## config.mk

```make
export PLATFORM = sky130hd
export DESIGN_NAME = read_control
export DESIGN_NICKNAME = d
export VERILOG_FILES = /design/src/rtl/read_control_pkg.sv /design/src/rtl/read_control_rd_return_fifo.sv /design/src/rtl/read_control.sv
export SDC_FILE = /design/constraint.sdc
export NUM_CORES = 1
export LEC_CHECK = 0
export ABC_AREA = 1
export CAP_MARGIN = 20
export CORE_ASPECT_RATIO = 1.5
export CORE_UTILIZATION = 33
export DETAILED_ROUTE_END_ITERATION = 12
export GPL_ROUTABILITY_DRIVEN = 0
export PLACE_DENSITY = 0.53
export SLEW_MARGIN = 20
export SYNTH_ARGS = -nofsm -noshare
export SYNTH_HDL_FRONTEND = slang
export SYNTH_SLANG_ARGS = --single-unit
export TNS_END_PERCENT = 20
```

## constraint.sdc

```tcl
create_clock -name clk -period 8.4 [get_ports clk]
set_input_delay 2.1 -clock clk [delete_from_list [all_inputs] [get_ports clk]]
set_output_delay 2.1 -clock clk [all_outputs]
set_load 0.03 [all_outputs]
```

## src/rtl/read_control_pkg.sv

```systemverilog
// Shared types and widths for the read_control slice (RAM drain toward the event builder).
package read_control_pkg;

  typedef enum logic [1:0] {IDLE, READ, FLUSH} state_t;

  localparam int ADDR_W = 15;
  localparam int DATA_W = 16;
  localparam int OUT_W  = 32;
  localparam int LEN_W  = 10;
  localparam int CNT_W  = 5;

  localparam logic [DATA_W-1:0] HEADER_WORD = 16'hC0DE;

  // Writer-mirrored base step; the sum is kept one bit wider so a carry forces the wrap.
  function automatic logic [ADDR_W-1:0] next_base(input logic [ADDR_W-1:0] base,
                                                  input logic [LEN_W-1:0]  half,
                                                  input logic [ADDR_W-1:0] depth);
    logic [ADDR_W:0] sum;
    sum = {1'b0, base} + {{(ADDR_W + 1 - LEN_W){1'b0}}, half};
    return (sum >= {1'b0, depth}) ? '0 : sum[ADDR_W-1:0];
  endfunction

endpackage

```

## src/rtl/read_control_rd_return_fifo.sv

```systemverilog
// Return-data FIFO: absorbs RAM words already in flight when the stream stalls.
module rd_return_fifo #(
  parameter int DEPTH = 4,
  parameter int W     = 33
) (
  input  logic                       clk,
  input  logic                       rst,
  input  logic                       flush,
  input  logic                       push,
  input  logic [W-1:0]               push_data,
  input  logic                       pop,
  output logic [W-1:0]               pop_data,
  output logic [$clog2(DEPTH+1)-1:0] count
);

  localparam int PW = (DEPTH > 1) ? $clog2(DEPTH) : 1;
  localparam int CW = $clog2(DEPTH + 1);

  logic [W-1:0]  mem [DEPTH];
  logic [PW-1:0] wr_ptr, rd_ptr;

  function automatic logic [PW-1:0] bump(input logic [PW-1:0] p);
    return (p == PW'(DEPTH - 1)) ? '0 : p + PW'(1);
  endfunction

  always_ff @(posedge clk) begin
    if (rst || flush) begin
      wr_ptr <= '0;
      rd_ptr <= '0;
      count  <= '0;
    end else begin
      if (push) wr_ptr <= bump(wr_ptr);
      if (pop)  rd_ptr <= bump(rd_ptr);
      case ({push, pop})
        2'b10:   count <= count + CW'(1);
        2'b01:   count <= count - CW'(1);
        default: ;
      endcase
    end
  end

  always_ff @(posedge clk) begin
    if (push) mem[wr_ptr] <= push_data;
  end

  assign pop_data = mem[rd_ptr];

endmodule

```

## src/rtl/read_control.sv

```systemverilog
// Drains completed packages from the even/odd RAM pair as {odd,even} words on a valid/ready stream.
// Optional HEADER_CHECK_EN adds a sticky word-0 header comparator (hdr_err tied 0 otherwise).
module read_control
  import read_control_pkg::*;
#(
  parameter int RD_LATENCY = 2,
  parameter int MAX_PKG    = 16,
  parameter int FIFO_DEPTH = 4
) (
  input  logic              clk,
  input  logic              rst,
  input  logic              live_rising,
  input  logic              complete,
  input  logic [LEN_W-1:0]  HALF_PACKAGE_LENGTH,
  input  logic [ADDR_W-1:0] MEMORY_DEPTH,
  output logic [ADDR_W-1:0] rd_addr,
  input  logic [DATA_W-1:0] even_q,
  input  logic [DATA_W-1:0] odd_q,
  output logic [OUT_W-1:0]  out_data,
  output logic              out_valid,
  input  logic              out_ready,
  output logic              out_last,
  output logic [CNT_W-1:0]  pkg_pending,
  output logic              overflow,
  output logic              hdr_err
);

  localparam int FC_W = $clog2(FIFO_DEPTH + 1);

  state_t            state, state_nxt;
  logic              init, xfer, pkg_done, avail, avail_next, issue, issue_last;
  logic [LEN_W-1:0]  half_q, w;
  logic [ADDR_W-1:0] depth_q, base;
  logic [CNT_W-1:0]  open_cnt;
  logic [RD_LATENCY:1] vld_pipe, last_pipe;
  logic [7:0]        inflight;
  logic [FC_W-1:0]   fifo_count;
  logic [OUT_W:0]    head;

  assign init       = rst | live_rising;
  assign xfer       = out_valid & out_ready;
  assign pkg_done   = xfer & out_last;
  assign issue_last = (w == half_q - LEN_W'(1));
  assign rd_addr    = base + {{(ADDR_W - LEN_W){1'b0}}, w};

  // open_cnt: packages whose addresses are all issued but whose last word has not left yet.
  // Reading runs ahead into the next stored package so package boundaries cost no bubble.
  assign avail      = pkg_pending > open_cnt;
  assign avail_next = {1'b0, pkg_pending} > ({1'b0, open_cnt} + 6'd1);

  always_ff @(posedge clk) begin
    if (init) state <= IDLE;
    else      state <= state_nxt;
  end

  always_comb begin
    state_nxt = state;
    case (state)
      IDLE:    if (avail && half_q != '0) state_nxt = READ;
      READ:    if (issue && issue_last) state_nxt = avail_next ? READ : FLUSH;
      FLUSH:   if (avail) state_nxt = READ;
               else if (open_cnt == '0) state_nxt = IDLE;
      default: state_nxt = IDLE;
    endcase
  end

  // Issue only while every in-flight word is guaranteed a FIFO slot on return.
  always_comb begin
    inflight = '0;
    for (int k = 1; k <= RD_LATENCY; k++) inflight = inflight + {7'd0, vld_pipe[k]};
    issue = (state == READ) && !init && ((8'(fifo_count) + inflight) < 8'(FIFO_DEPTH));
  end

  always_ff @(posedge clk) begin
    if (rst) begin
      half_q  <= '0;
      depth_q <= '0;
    end else if (live_rising) begin
      half_q  <= HALF_PACKAGE_LENGTH;
      depth_q <= MEMORY_DEPTH;
    end
  end

  always_ff @(posedge clk) begin
    if (init) begin
      w        <= '0;
      base     <= '0;
      open_cnt <= '0;
    end else begin
      if (issue) begin
        w <= issue_last ? '0 : w + LEN_W'(1);
        if (issue_last) base <= next_base(base, half_q, depth_q);
      end
      case ({issue && issue_last, pkg_done})
        2'b10:   open_cnt <= open_cnt + CNT_W'(1);
        2'b01:   open_cnt <= open_cnt - CNT_W'(1);
        default: ;
      endcase
    end
  end

  always_ff @(posedge clk) begin
    if (init) begin
      vld_pipe  <= '0;
      last_pipe <= '0;
    end else begin
      vld_pipe[1]  <= issue;
      last_pipe[1] <= issue && issue_last;
      for (int k = 2; k <= RD_LATENCY; k++) begin
        vld_pipe[k]  <= vld_pipe[k-1];
        last_pipe[k] <= last_pipe[k-1];
      end
    end
  end

  always_ff @(posedge clk) begin
    if (init) begin
      pkg_pending <= '0;
      overflow    <= 1'b0;
    end else begin
      case ({complete, pkg_done})
        2'b10: if (pkg_pending == CNT_W'(MAX_PKG)) overflow <= 1'b1;
               else pkg_pending <= pkg_pending + CNT_W'(1);
        2'b01: pkg_pending <= pkg_pending - CNT_W'(1);
        default: ;
      endcase
    end
  end

  rd_return_fifo #(.DEPTH(FIFO_DEPTH), .W(OUT_W + 1)) u_fifo (
    .clk       (clk),
    .rst       (rst),
    .flush     (live_rising),
    .push      (vld_pipe[RD_LATENCY]),
    .push_data ({last_pipe[RD_LATENCY], odd_q, even_q}),
    .pop       (xfer),
    .pop_data  (head),
    .count     (fifo_count)
  );

  assign out_valid = (fifo_count != '0);
  assign out_data  = out_valid ? head[OUT_W-1:0] : '0;
  assign out_last  = out_valid & head[OUT_W];

`ifdef HEADER_CHECK_EN
  logic at_head;

  always_ff @(posedge clk) begin
    if (init) begin
      at_head <= 1'b1;
      hdr_err <= 1'b0;
    end else if (xfer) begin
      at_head <= out_last;
      if (at_head && out_data[DATA_W-1:0] != HEADER_WORD) hdr_err <= 1'b1;
    end
  end
`else
  assign hdr_err = 1'b0;
`endif

endmodule

```

==> metrics <==
final hold vios=0; die area=0.03407 mm2; Crit. End Element=output pin; synthesized net count=1363; CTS buffer count=22; Pins Over Slew Limit=0; first-pass GRT wire length=43.06 mm; Hold WC Path Type=reg -> reg; CP max FO=6; layout cells sized above 1=6.736%; post-layout min period=5.523 ns; Synth Area in Adders=8.078%; Final Skew=0.009230 ns; root buf cell=clkbuf_16; Synth Area in Compound Gates=11.16%; setup slack after layout=2.877 ns; total grt overflow=0; Post-DRT Antenna Nets=0; Cells after Synth=1233; filler cell count=3252; status=finished, final reports clean; Wirelength per Cell=15.31 um; DRT Wirelength=27.04 mm; drt drc=0; unrepaired setup endpoints after global routing=false; Arr. time, crit path=3.42 ns; period utilization=65.75%; CTS Sinks=208; number of global-route vias before repair=8424; Static Leak=5.228 nW; R2R depth=21; Hold Path Stages=2; Sw Pwr=0.5037 mW; Avg Inst Size Synth=8.919 um2; Post-CTS Setup Bufs=0; DIE WIDTH=151.1 um; # setup viols final=0; Cell Rows=81; Skew-Pair Late Insertion Delay=0.51 ns; mux cell area share after synthesis=0%; synth warn=0; dpl ws=2.359 ns; Main synth FF type=edfxtp_1; via count=8455; Detailed Routing Iterations Pass 1=4; ys async rst share=0%; # diodes=0; max-cap viol count=0; Slew HR=38.63%; Global Route Usage Sum=16.14%; Clk pwr share=42.3%; die height=225.6 um; register bit total from synthesis=208; hold_ws=0.4259 ns; P&R area growth vs syn=20.18%; total power=2.194 mW; # H-tree levels=1; fmax=181.0 MHz; PwrDens=166.0 mW/mm2; CP Class=reg -> out; worst path required time=6.30 ns; port bufs=116; # hold bufs at CTS=0; main combinational cell family by area after synthesis=simple AND/OR/NAND/NOR gates; EDFF count, synth=132; Worst-path clk slew=0.06 ns; Synth cell types=48; simple-gate share of the synthesized area=21.04%; Vias/cell=4.788; initial DRC count=355; Initial Utilization=33.59%; largest net degree at the start of global routing=68; core outline area=0.03274 mm2; Detailed Place HPWL=18.83 mm; Post-Syn Area=0.01100 mm2; Slew @ Worst Pin=0.9176 ns; Switching Share=22.96%; initial antenna violation count=0; Pint=1.690 mW; Seq pwr share=50.4%; sequential-to-total area share from yosys stat=49.88%; XOR/XNOR share of the synthesized area=3.083%; post-CTS resize count=0; io pins=118; Gate power share=7.3%; Setup TNS Final=0 ns; nets=1466; Max VDD drop=0.1259 mV; CTS Buffer Depth=3; crit start category=flip-flop; CTS tree=done
power groups by stage:
stage / registers (mW) / clock network [mW] / logic [mW]
2_1_floorplan: 1.12 / 0 / 0.101
3_3_place_gp: 1.13 / 0 / 0.157
3_5_place_dp: 1.13 / 0 / 0.161
4_1_cts: 1.10 / 0.966 / 0.162
5_1_grt: 1.11 / 1.00 / 0.182
6_report: 1.10 / 0.928 / 0.161
area by class of cell:
class | instances | area (um2) | area share (%)
timing repair buffer | 125 | 1249 | 9.448
inverter | 135 | 506.7 | 3.834
clock buffer | 26 | 586.8 | 4.440
multi-input combinational | 844 | 4772 | 36.11
sequential | 208 | 5487 | 41.51
clock inverter | 13 | 96.34 | 0.7290
tap | 415 | 519.2 | 3.929
synthesized netlist by cell type, drive strengths merged (5+ instances only):
cell type    n  share of area (%)
edfxtp     132                 36
a211oi      23                1.6
xor2        21                1.8
inv        135                4.6
nand2      190                6.9
buf         19                1.2
nor2       212                8.1
nor3        11               0.75
xnor2       16                1.3
fa           5               0.91
clkbuf      27               0.92
nand3       61                3.0
ha          63                7.2
dfxtp       76                 14
a21oi       80                3.6
o21ai      104                4.7
nand4       28                1.6
registers in the layout (all words and copies together), names as in the netlist, 2 cells and up, named ones only:
| name | count |
|---|---|
| half_q | 10 |
| u_fifo.count | 3 |
| open_cnt | 5 |
| u_fifo.wr_ptr | 2 |
| vld_pipe | 2 |
| u_fifo.rd_ptr | 2 |
| depth_q | 15 |
| u_fifo.mem | 132 |
| base | 15 |
| last_pipe | 2 |
| state | 2 |
| w | 10 |
| pkg_pending | 5 |
metrics by stage:
step                      instance area, um2  util [%]  cells
final                                  13220     40.37   1766
after global routing                   13220     40.37   1766
after CTS                              13220     40.37   1766
after detailed placement               12530     38.29   1727
after global placement                 12510     38.20   1726
after floorplan                        11000         -   1233
routing by layer:
metal / vias up / routed length (um) / global-route usage [%]
met5: - / 0 / 0
met4: 0 / 720 / 5.935
met1: 3908 / 11130 / 17.74
li1: 4355 / - / -
met3: 38 / 1008 / 2.141
met2: 154 / 14180 / 30.81
critical path: stages (launching register included):
cell,delay (ns)
dfxtp_1,0.48
ha_1,0.25
inv_1,0.06
fa_1,0.45
o31ai_1,0.39
inv_1,0.10
o21ai_0,0.20
xor2_1,0.26
clkdlybuf4s50_1,0.72
worst paths after layout:
path                      from           end  slack (ns)
setup reg to reg     half_q[8]      base[11]        4.93
setup / recovery          w[0]    rd_addr[6]        2.88
hold reg to reg   last_pipe[1]  last_pipe[2]        0.43
hold / removal    last_pipe[1]  last_pipe[2]        0.43
cell families (layout without fill, tap and decap cells):
logic type      count (synthesis)  in the layout
xor+xnor                       37             37
other cells                     1              1
fa+ha+maj                      68             68
buf+inv                       181            299
simple gates                  514            514
compound gates                224            224
flops                         208            208
placed cells by master (no fill, tap or decap), types with 3 or more instances in the layout:
| master | count |
|---|---|
| edfxtp_1 | 132 |
| nor2_2 | 3 |
| clkbuf_16 | 23 |
| dfxtp_1 | 75 |
| xnor2_1 | 16 |
| inv_2 | 17 |
| ha_1 | 63 |
| nor3_1 | 8 |
| nor2_4 | 5 |
| a211oi_1 | 23 |
| o21ai_0 | 88 |
| xor2_1 | 19 |
| and2_1 | 3 |
| fa_1 | 5 |
| o21ai_1 | 16 |
| nand2_2 | 11 |
| buf_4 | 8 |
| clkbuf_1 | 3 |
| clkdlybuf4s50_1 | 116 |
| nand2_1 | 177 |
| nand3b_1 | 4 |
| a21oi_1 | 80 |
| nor2_1 | 201 |
| inv_1 | 118 |
| clkinv_1 | 5 |
| nand3_1 | 59 |
| a21o_1 | 3 |
| nor2_8 | 3 |
| nand4_1 | 28 |
Note: power is estimated with default switching activity, not from simulation.
